[config.mk]
export PLATFORM = sky130hd
export DESIGN_NAME = audio_mixer
export DESIGN_NICKNAME = d
export VERILOG_FILES = /design/src/rtl/audio_mixer.sv
export SDC_FILE = /design/constraint.sdc
export NUM_CORES = 1
export LEC_CHECK = 0
export ABC_AREA = 1
export BUFFER_PORTS_ARGS = -buffer_cell sky130_fd_sc_hd__buf_4
export CORE_UTILIZATION = 40
export DETAILED_ROUTE_END_ITERATION = 16
export PLACE_DENSITY_LB_ADDON = 0.08
export SYNTH_ARGS = -nofsm -noshare
export SYNTH_HDL_FRONTEND = slang
export SYNTH_SLANG_ARGS = --single-unit
[constraint.sdc]
create_clock -name clk_logic -period 3.2 [get_ports clk_logic]
set_clock_uncertainty 0.2 [all_clocks]
set_input_delay 0.64 -clock clk_logic [delete_from_list [all_inputs] [get_ports clk_logic]]
set_output_delay 0.64 -clock clk_logic [all_outputs]
set_load 0.05 [all_outputs]
[src/rtl/audio_mixer.sv]
// Audio mixer: mixes SuperSprite, Mockingboard and Apple speaker sources
// into a stereo 16-bit unsigned stream at AUDIO_RATE, with per-source
// attenuation, saturation, sticky clip flags and speaker idle muting.
module audio_mixer #(
  parameter int unsigned CLOCK_SPEED_HZ   = 54_000_000,
  parameter int unsigned AUDIO_RATE       = 44100,
  parameter int unsigned SPK_IDLE_SAMPLES = 4096
) (
  input  logic        clk_logic,
  input  logic        device_reset_n,
  input  logic [15:0] ssp_audio_i,
  input  logic [9:0]  mb_audio_l_i,
  input  logic [9:0]  mb_audio_r_i,
  input  logic        speaker_i,
  input  logic [3:0]  vol_ssp_i,
  input  logic [3:0]  vol_mb_i,
  input  logic [3:0]  vol_spk_i,
  input  logic        clip_clr_i,
  output logic [15:0] audio_l_o,
  output logic [15:0] audio_r_o,
  output logic        sample_valid_o,
  output logic        clip_l_o,
  output logic        clip_r_o
);

  localparam int unsigned ACC_W = $clog2(2 * CLOCK_SPEED_HZ + 1);
  localparam int unsigned CNT_W = $clog2(SPK_IDLE_SAMPLES + 1);
  localparam int unsigned SUM_W = 18;

  localparam logic [ACC_W-1:0] RATE_INC = ACC_W'(AUDIO_RATE);
  localparam logic [ACC_W-1:0] CLK_MOD  = ACC_W'(CLOCK_SPEED_HZ);
  localparam logic [CNT_W-1:0] IDLE_MAX = CNT_W'(SPK_IDLE_SAMPLES);
  localparam logic [15:0]      SPK_LVL  = 16'h2000;
  localparam logic [15:0]      SAT_MAX  = 16'hFFFF;

  // Snapshot of every source and control taken on a sample tick
  typedef struct packed {
    logic [15:0] ssp;
    logic [9:0]  mb_l;
    logic [9:0]  mb_r;
    logic        spk_lvl;
    logic        spk_act;
    logic [3:0]  vol_ssp;
    logic [3:0]  vol_mb;
    logic [3:0]  vol_spk;
  } cap_t;

  // Right shift by volume; the top volume code is a hard mute
  function automatic logic [15:0] atten(input logic [15:0] v, input logic [3:0] vol);
    logic [15:0] r;
    r = 16'h0;
    if (vol != 4'hF) begin
      r = v >> vol;
    end
    return r;
  endfunction

  // ---------------------------------------------------------------------
  // Sample tick generator
  // ---------------------------------------------------------------------
  logic [ACC_W-1:0] acc_q;
  logic             tick_q;
  logic [ACC_W-1:0] acc_sum_c;
  logic [ACC_W-1:0] acc_nxt_c;
  logic             tick_c;

  // Phase accumulator next value and tick decision
  always_comb begin
    acc_sum_c = acc_q + RATE_INC;
    tick_c    = 1'b0;
    acc_nxt_c = acc_sum_c;
    if (acc_sum_c >= CLK_MOD) begin
      tick_c    = 1'b1;
      acc_nxt_c = acc_sum_c - CLK_MOD;
    end
  end

  // Accumulator and one-cycle tick register
  always_ff @(posedge clk_logic or negedge device_reset_n) begin
    if (!device_reset_n) begin
      acc_q  <= '0;
      tick_q <= 1'b0;
    end else begin
      acc_q  <= acc_nxt_c;
      tick_q <= tick_c;
    end
  end

  // ---------------------------------------------------------------------
  // Speaker activity tracking
  // ---------------------------------------------------------------------
  logic             spk_prev_q;
  logic             chg_q;
  logic [CNT_W-1:0] idle_cnt_q;
  logic             chg_eff_c;
  logic [CNT_W-1:0] idle_nxt_c;
  logic             spk_active_c;

  // A change seen in the tick cycle itself counts toward that tick
  always_comb begin
    chg_eff_c  = chg_q | (speaker_i ^ spk_prev_q);
    idle_nxt_c = idle_cnt_q;
    if (chg_eff_c) begin
      idle_nxt_c = '0;
    end else if (idle_cnt_q != IDLE_MAX) begin
      idle_nxt_c = idle_cnt_q + CNT_W'(1);
    end
    spk_active_c = (idle_nxt_c < IDLE_MAX);
  end

  // Edge history, pending-change flag and idle counter
  always_ff @(posedge clk_logic or negedge device_reset_n) begin
    if (!device_reset_n) begin
      spk_prev_q <= 1'b0;
      chg_q      <= 1'b0;
      idle_cnt_q <= IDLE_MAX;
    end else begin
      spk_prev_q <= speaker_i;
      if (tick_q) begin
        chg_q      <= 1'b0;
        idle_cnt_q <= idle_nxt_c;
      end else begin
        chg_q <= chg_eff_c;
      end
    end
  end

  // ---------------------------------------------------------------------
  // Stage 1: capture sources on the tick
  // ---------------------------------------------------------------------
  cap_t cap_q;
  logic v1_q;

  // Freeze all inputs for this sample
  always_ff @(posedge clk_logic or negedge device_reset_n) begin
    if (!device_reset_n) begin
      cap_q <= '0;
      v1_q  <= 1'b0;
    end else begin
      v1_q <= tick_q;
      if (tick_q) begin
        cap_q.ssp     <= ssp_audio_i;
        cap_q.mb_l    <= mb_audio_l_i;
        cap_q.mb_r    <= mb_audio_r_i;
        cap_q.spk_lvl <= speaker_i;
        cap_q.spk_act <= spk_active_c;
        cap_q.vol_ssp <= vol_ssp_i;
        cap_q.vol_mb  <= vol_mb_i;
        cap_q.vol_spk <= vol_spk_i;
      end
    end
  end

  // ---------------------------------------------------------------------
  // Stage 2: scale and attenuate each source
  // ---------------------------------------------------------------------
  logic [15:0] t_ssp_q;
  logic [15:0] t_mbl_q;
  logic [15:0] t_mbr_q;
  logic [15:0] t_spk_q;
  logic        v2_q;
  logic [15:0] spk_raw_c;

  // Speaker contributes only while it is both high and recently active
  always_comb begin
    spk_raw_c = 16'h0;
    if (cap_q.spk_lvl && cap_q.spk_act) begin
      spk_raw_c = SPK_LVL;
    end
  end

  // Attenuated terms
  always_ff @(posedge clk_logic or negedge device_reset_n) begin
    if (!device_reset_n) begin
      t_ssp_q <= '0;
      t_mbl_q <= '0;
      t_mbr_q <= '0;
      t_spk_q <= '0;
      v2_q    <= 1'b0;
    end else begin
      v2_q <= v1_q;
      if (v1_q) begin
        t_ssp_q <= atten(cap_q.ssp, cap_q.vol_ssp);
        t_mbl_q <= atten(16'({cap_q.mb_l, 5'b0}), cap_q.vol_mb);
        t_mbr_q <= atten(16'({cap_q.mb_r, 5'b0}), cap_q.vol_mb);
        t_spk_q <= atten(spk_raw_c, cap_q.vol_spk);
      end
    end
  end

  // ---------------------------------------------------------------------
  // Stage 3: sum, saturate, publish
  // ---------------------------------------------------------------------
  logic [SUM_W-1:0] sum_l_c;
  logic [SUM_W-1:0] sum_r_c;
  logic             ovf_l_c;
  logic             ovf_r_c;

  // Wide per-channel sums with overflow detect
  always_comb begin
    sum_l_c = SUM_W'(t_ssp_q) + SUM_W'(t_mbl_q) + SUM_W'(t_spk_q);
    sum_r_c = SUM_W'(t_ssp_q) + SUM_W'(t_mbr_q) + SUM_W'(t_spk_q);
    ovf_l_c = (sum_l_c[SUM_W-1:16] != '0);
    ovf_r_c = (sum_r_c[SUM_W-1:16] != '0);
  end

  // Output samples, strobe and sticky clip flags (a new clip beats a clear)
  always_ff @(posedge clk_logic or negedge device_reset_n) begin
    if (!device_reset_n) begin
      audio_l_o      <= '0;
      audio_r_o      <= '0;
      sample_valid_o <= 1'b0;
      clip_l_o       <= 1'b0;
      clip_r_o       <= 1'b0;
    end else begin
      sample_valid_o <= v2_q;
      clip_l_o       <= (clip_l_o & ~clip_clr_i) | (v2_q & ovf_l_c);
      clip_r_o       <= (clip_r_o & ~clip_clr_i) | (v2_q & ovf_r_c);
      if (v2_q) begin
        audio_l_o <= ovf_l_c ? SAT_MAX : sum_l_c[15:0];
        audio_r_o <= ovf_r_c ? SAT_MAX : sum_r_c[15:0];
      end
    end
  end

endmodule

* Word level (Yosys, flattened, before mapping)
Index checks and enable logic that the tools add are counted.
Cells by class: shift-type cells 4, bitwise operators 9, mux-type cells 12, add/sub/neg operators 7, eq/ne operators 4, magnitude comparators 2, reductions and logical operators 3
Operator list (number):
- 16-bit two-way mux | 6
- 17-bit by 16-bit adder with 18-bit output | 2
- 16-bit by 16-bit adder with 17-bit output | 2
- 15-bit by 4-bit >> shifter with 16-bit output | 2
- 16-bit by 4-bit >> shifter with 16-bit output | 2
- 27-bit by 16-bit adder with 27-bit output (second input constant) | 1
- 27-bit by 26-bit >= comparator with 1-bit output (second input constant) | 1
- 27-bit two-way mux | 1
- 27-bit by 26-bit subtractor with 27-bit output (second input constant) | 1
- 13-bit two-way mux | 2
- 14-bit two-way mux | 1
- 13-bit by 1-bit adder with 13-bit output (second input constant) | 1
- 13-bit < comparator (second input constant) | 1
- 13-bit != test (second input constant) | 1
- 4-bit != test (second input constant) | 3
- 1-bit AND | 4
- 2-bit nonzero test | 2
- 1-bit bitwise OR | 3
- 1-bit two-way mux | 2
- 1-bit logical AND | 1
- 1-bit inverter | 1
- 1-bit bitwise XOR | 1
Word-level totals: output and inout bits 35, register bits 194, word-level logic and storage cells 65, bits of input ports 52

* Depth between registers and ports, before layout
Gate-level depths: netlist of run 1.
word-level depth 5, mapped depth 20, depth with buffers taken out 19

* Least setup slack after synthesis of run 1
OpenSTA, ideal clock, no wires.
kind register -> register, from reg t_ssp_q[1], to reg audio_l_o[13], arrival time 2.677 ns, data required time 2.879 ns, path buffers 0, clock period less this slack 2.998 ns, slack 0.202 ns, setup time 0.121 ns, cell stages (with the launch flop) 11, cells stage by stage dfrtp_1 -> fa_1 -> ha_1 -> inv_1 -> fa_1 -> o21ai_0 -> a21oi_1 -> o21ai_0 -> a31oi_1 -> xnor2_1 -> o22a_1
Between the ends: longest elaborated chain between the ends 4
Ends and longest elaborated chain:
- start: declaration | RTL line 157 | logic [15:0] t_ssp_q;
- start signal: assignment | RTL line 183 | t_ssp_q <= atten(cap_q.ssp, cap_q.vol_ssp);
- 16-bit by 16-bit adder with 17-bit output * | RTL line 201 | sum_l_c = SUM_W'(t_ssp_q) + SUM_W'(t_mbl_q) + SUM_W'(t_spk_q);
- 17-bit by 16-bit adder with 18-bit output * | RTL line 201
- 2-bit nonzero test | RTL line 203 | ovf_l_c = (sum_l_c[SUM_W-1:16] != '0);
- 16-bit two-way mux * | RTL line 220 | audio_l_o <= ovf_l_c ? SAT_MAX : sum_l_c[15:0];
- end signal: assignment | RTL line 220
- end: declaration | RTL line 19 | output logic [15:0] audio_l_o,
Mark *: on every way between the ends. The rest lies on a longest branch, timed or not. A chain may end at the register's enable or synchronous reset.

* Final worst setup path of run 1
from reg t_ssp_q[1], to reg audio_r_o[15]
Between the ends: longest elaborated chain between the ends 4
Ends and longest elaborated chain:
- 16-bit by 16-bit adder with 17-bit output * | RTL line 202 | sum_r_c = SUM_W'(t_ssp_q) + SUM_W'(t_mbr_q) + SUM_W'(t_spk_q);
- 17-bit by 16-bit adder with 18-bit output * | RTL line 202
- 2-bit nonzero test | RTL line 204 | ovf_r_c = (sum_r_c[SUM_W-1:16] != '0);
- 16-bit two-way mux * | RTL line 221 | audio_r_o <= ovf_r_c ? SAT_MAX : sum_r_c[15:0];
- end signal: assignment | RTL line 221
- end: declaration | RTL line 20 | output logic [15:0] audio_r_o,
Marked as above.

==> results.toml, run 1 <==
[sta]
layout_min_cycle_time_ps = 3030
setup_ws_ps = 167
period_share_pct = 94.8
setup_viol = 0
fmax_mhz = 330
tightest_slew_ps = 700
finalHoldViolations = 0
rsz0062_at_grt = "no"
max-slew-margin-rel_pct = 53.3
final_max_slew_viol_count = 0

[setup_path]
cp_cell_sequence = "fa_1 -> ha_1 -> inv_1 -> fa_1 -> o21ai_1 -> a21oi_1 -> o21ai_0 -> buf_4 -> nand2_1 -> nand3_1 -> xor2_1 -> o22a_1"
cp_slowest_cell = "fa_1"
rr_startpoint = "t_ssp_q[1]"
critPathKind = "reg -> reg"
critical_path_buf_inv_count = 2
crit_family = "adder cells"
startpoint_type = "register"
critPathMaxFanout = 3
cp.required_ps = 3400
crit_start = "t_ssp_q[1]"
cp_common_cell = "fa_1"
cpPeakStageDelay_ps = 550
end_kind = "register"
worstPathArrival_ps = 3230

[floorplan]
rows = 61
core_area_um2 = 28100
dieHeight_um = 172
fp.dieW_um = 172
io_pins = 87
start_util_pct = 41.1
die_area_um2 = 29600

[clock_network]
clockBufferDepth = 2
cts_buffers = 17
insertion_delay_ps = 450
root_buffer = "clkbuf_16"
cts_tree = "built"
cts_htree_levels = 4
clock-sinks = 188
clkTransAtPathRegs_ps = 80

[place]
dpl_cell_area_um2 = 12700
portBuffers = 86
dp_hpwl_um = 24500
dp_slack_ps = -55.9
place_congestion = 0.898
placed_cells = 1927

[routing]
vias = 9931
ant_nets = 0
drc = 0
via_per_inst = 5.06
drt_wl_total_um = 31300
drtPass1Iterations = 5
drt_iter0_markers = 580
wl_per_cell_um = 16.0

[yosys]
synth_edf_count = 0
ys_ff_latch = 188
synth_ff_type = "dfrtp_1"
synthCells = 1485
async_reset_ff_share_pct = 100
seq_area_frac_synth_pct = 40.8
synth_cell_types = 49
syn_nets = 1603
syn_area_um2 = 11500
yosysWarnings = 0
syn_area_per_cell_um2 = 7.78

[final_layout]
n_fill_cell = 2888
fin_area_um2 = 13400
fin_nets = 1688
fin_util_pct = 47.7
antennaDiodeCount = 0
layout_common_cells = "452 x nand2_1, 186 x dfrtp_1, 160 x o21ai_0"
final_common_cell = "nand2_1"
final_cell_count_no_fill = 1961
drive_above_1_share_pct = 12.2
syn_to_final_growth_pct = 16.1

[global_routing]
grt_usage_pct = 22.5
antenna_found_initial = 0
grt_pass1_vias = 9675
grt_max_degree = 75
grt_overflow_total = 0
grt_pass1_wl_um = 51500

[run_status]
status = "finished, final reports clean"

[pwr]
vdd_drop_max_mv = 0.355
powerDensity_nw_per_um2 = 352
power_leakage_nw = 6.82

[hold_path]
hp-class = "in -> async"

[run]
max-cap-violations = 0
==> routing by layer <==
layer  global-route usage (%)  vias up  part of all wire (%)
li1                         -     5061                     -
met1                     32.1     4687                    50
met2                     36.9      162                    47
met3                     2.40       21                   2.8
met4                     4.81        0                  0.97
met5                        0        -                     0
==> worst reg2reg max path, cell delays in order (launching register included) <==
cell     delay [ps]
dfrtp_1         430
fa_1            550
ha_1            160
inv_1            60
fa_1            400
o21ai_1         240
a21oi_1         160
o21ai_0         230
buf_4           160
nand2_1          50
nand3_1          70
xor2_1          150
o22a_1          130
==> final timing paths <==
| kind | end | slack (ps) | cells after the start |
|---|---|---|---|
| min in group clk_logic | spk_prev_q | 120 | 1 |
| max in group asynchronous | t_mbr_q[6] | 1980 | 2 |
| hold / removal | cap_q[43] | 10 | 1 |
| setup reg to reg | audio_r_o[15] | 170 | 12 |
| hold reg to reg | cap_q[13] | 290 | 2 |
| setup / recovery | audio_r_o[15] | 170 | 12 |
==> metrics by stage <==
stage / hold slack, ps / power [mW] / TNS (ps)
2_1_floorplan: 144 / 2.42 / 0
3_3_place_gp: 264 / 2.53 / 0
3_5_place_dp: 271 / 2.54 / -351
4_1_cts: 34.9 / 4.77 / 0
5_1_grt: 59.7 / 4.87 / 0
6_report: 11.5 / 4.72 / 0
==> power by group <==
part           switching [mW]  internal, mW
clock                    1.10          1.13
sequential           0.000128          2.37
combinational          0.0614        0.0471
==> final cells by class <==
class	instances	area (um^2)	area share, %
clock inverter	15	185	1.38
clock buffer	17	425	3.17
timing repair buffer	114	912	6.80
multi-input combinational	1098	6110	45.6
tap	378	473	3.53
inverter	150	581	4.33
sequential	188	4710	35.1
timing repair inverter	1	7.51	0.0560
==> cell usage after synthesis (15+ instances only) <==
master | count | area [um^2]
nand3_1 | 70 | 350
inv_1 | 136 | 510
o21ai_0 | 163 | 816
fa_1 | 30 | 601
nor2_1 | 93 | 349
o22ai_1 | 16 | 100
xor2_1 | 25 | 219
clkbuf_1 | 41 | 154
xnor2_1 | 15 | 131
ha_1 | 36 | 450
dfrtp_1 | 187 | 4680
a21oi_1 | 56 | 280
nand2_1 | 452 | 1700
==> kinds of logic (layout without fill, tap and decap cells) <==
kind of cell	after synthesis	count (layout)	share of synthesized area, %
buf+inv	199	297	6.65
xor+xnor	40	40	3.03
fa+ha+maj	66	66	9.10
flops	188	188	40.8
compound gates	305	305	15.1
simple gates	673	673	24.1
mux	14	14	1.21
==> sequential cells by signal, indices dropped and copies added (netlist names) <==
name,count
audio_r_o,16
tick_q,1
chg_q,1
sample_valid_o,1
t_spk_q,14
t_ssp_q,16
clip_r_o,1
v2_q,1
idle_cnt_q,13
v1_q,1
audio_l_o,16
t_mbl_q,15
cap_q,50
spk_prev_q,1
clip_l_o,1
t_mbr_q,15
acc_q,25
==> what timing repair did <==
action	CTS	global route
gates cloned	0	1
hold buffers	0	0
gates resized for setup	2	14
setup buffers	0	1
endpoints found under the setup margin	19	40
pin swaps	0	1
Note: power is estimated with default switching activity, not from simulation.
==> inputs of run 2 (changes only) <==
- PLACE_DENSITY: unset -> 0.59
- PLACE_DENSITY_LB_ADDON: 0.08 -> unset
- TNS_END_PERCENT: unset -> 1
==> run 2 against run 1 <==
Effect of this change: non-clock buffer count shrank 4; final cell count fell by 0.25%; power decreased by 0.18%; flip-flop and latch count stayed put; maximum frequency is 0.35% lower; core utilization fell by 0.37 points; largest cell class unchanged.
==> results.toml, run 2 (synthesized netlist as in run 1, its figures left out) <==
[run_status]
status = "finished, final reports clean"

[place]
portBuffers = 86
dp_hpwl_um = 24000
dp_slack_ps = 84.3
place_congestion = 0.936

[routing]
via_per_inst = 5.15
ant_nets = 0
drtPass1Iterations = 5
drt_iter0_markers = 698
drt_wl_total_um = 30600
drc = 0
vias = 10100
wl_per_cell_um = 15.6

[clock_network]
root_buffer = "clkbuf_16"
cts_htree_levels = 4
cts_resized = 0
insertion_delay_ps = 440
cts_tree = "built"
clock-sinks = 188
postCtsSetupBuffers = 0
clkTransAtPathRegs_ps = 90
cts_buffers = 17
clockBufferDepth = 2
cts_hold_buffers = 0

[final_layout]
drive_above_1_share_pct = 11.5
largestRegisters = "cap_q x50, acc_q x25"
fin_nets = 1683
layout_common_cells = "452 x nand2_1, 186 x dfrtp_1, 160 x o21ai_0"
antennaDiodeCount = 0
n_fill_cell = 2833
largest_reg_flops = 50
largest-register = "cap_q"
syn_to_final_growth_pct = 15.2
final_common_cell = "nand2_1"

[floorplan]
start_util_pct = 41.1
core_area_um2 = 28100
dieHeight_um = 172
io_pins = 87
die_area_um2 = 29600
rows = 61
fp.dieW_um = 172

[setup_path]
startpoint_type = "register"
reg2reg_depth = 11
cp_cell_sequence = "fa_1 -> ha_1 -> a21oi_1 -> o21ai_1 -> a21boi_1 -> o21ai_1 -> nand3_1 -> nand2_1 -> nor2_2 -> clkinvlp_4 -> o22a_1"
cp.required_ps = 3330
critical_path_buf_inv_count = 1
cpPeakStageDelay_ps = 490
cp_common_cell = "o21ai_1"
worstPathArrival_ps = 3170
cp.depth = 11
rr_startpoint = "t_ssp_q[3]"
cp_slowest_cell = "fa_1"
critPathMaxFanout = 9
crit_family = "compound AO/OA/AOI/OAI gates"
crit_start = "t_ssp_q[3]"
critPathKind = "reg -> reg"
end_kind = "register"

[sta]
max-slew-margin-rel_pct = 50.2
tightest_slew_ps = 746
final_max_slew_viol_count = 0
rsz0062_at_grt = "yes"
holdWs_ps = 4.22
period_share_pct = 95.1
fmax_mhz = 329
layout_min_cycle_time_ps = 3040
setup_viol = 0
setup_ws_ps = 156
finalHoldViolations = 0

[global_routing]
grt_overflow_total = 0
antenna_found_initial = 0
grt_pass1_wl_um = 50100
top_usage_layer = "met1"
grt_usage_pct = 21.9
use_met2_pct = 32.9
grt_pass1_vias = 9548
grt.met3_usage_pct = 2.45
grtUsageMet1_pct = 33.1
grt_max_degree = 78

[pwr]
powerDensity_nw_per_um2 = 354
vdd_drop_max_mv = 0.264
power_leakage_nw = 6.79

[hold_path]
hp-class = "in -> async"

[run]
max-cap-violations = 0
==> run 2: cell types whose count changed in the layout (fill, tap and decap cells not counted), moves of 2 or more <==
cell        before  now
inv_8            5    1
clkinvlp_4       4    1
clkinv_8         2    8
nor2_1          91   93
buf_12           4    1
==> run 2: worst paths after layout <==
kind                                   to  slack (ps)
max                         audio_l_o[15]         160
min in group clk_logic         spk_prev_q         120
min                        sample_valid_o           4
min reg2reg                     cap_q[13]         280
max in group asynchronous            v1_q        1860
max reg2reg                 audio_l_o[15]         160
==> run 2: cell type report <==
cell class	instances	area (um^2)	share of cell area, %
multi-input cells	1098	6070	45.7
flip-flops and latches	188	4710	35.4
repair buffers	110	845	6.35
inverters	150	567	4.26
well taps	378	473	3.56
clock buffers	17	425	3.20
clock inverters	15	209	1.57
==> run 2: where the power goes <==
part	switching [mW]	total (mW)	internal (mW)
logic	0.0607	0.105	0.0446
registers	0.000136	2.37	2.37
clock network	1.15	2.23	1.08
==> run 2: worst reg2reg max path: stages, from the launching register on <==
cell        delay, ps
dfrtp_1           430
fa_1              490
ha_1              360
a21oi_1           150
o21ai_1           110
a21boi_1          240
o21ai_1           180
nand3_1           100
nand2_1            90
nor2_2            160
clkinvlp_4        210
o22a_1            220
==> run 2: per-stage QoR <==
stage,TNS [ps],power [mW],util (%),instance area [um^2],cells
2_1_floorplan,0,2.42,-,11500,1485
3_3_place_gp,0,2.53,45.1,12700,1924
3_5_place_dp,0,2.53,45.1,12700,1924
4_1_cts,0,4.77,47.3,13300,1956
5_1_grt,-14.6,4.88,47.3,13300,1956
6_report,0,4.71,47.3,13300,1956
==> run 2: per-layer routing <==
layer,share of wire [%],vias up
met5,0,-
met2,43,217
met1,52,4788
met4,1.5,0
met3,3.7,28
li1,-,5046
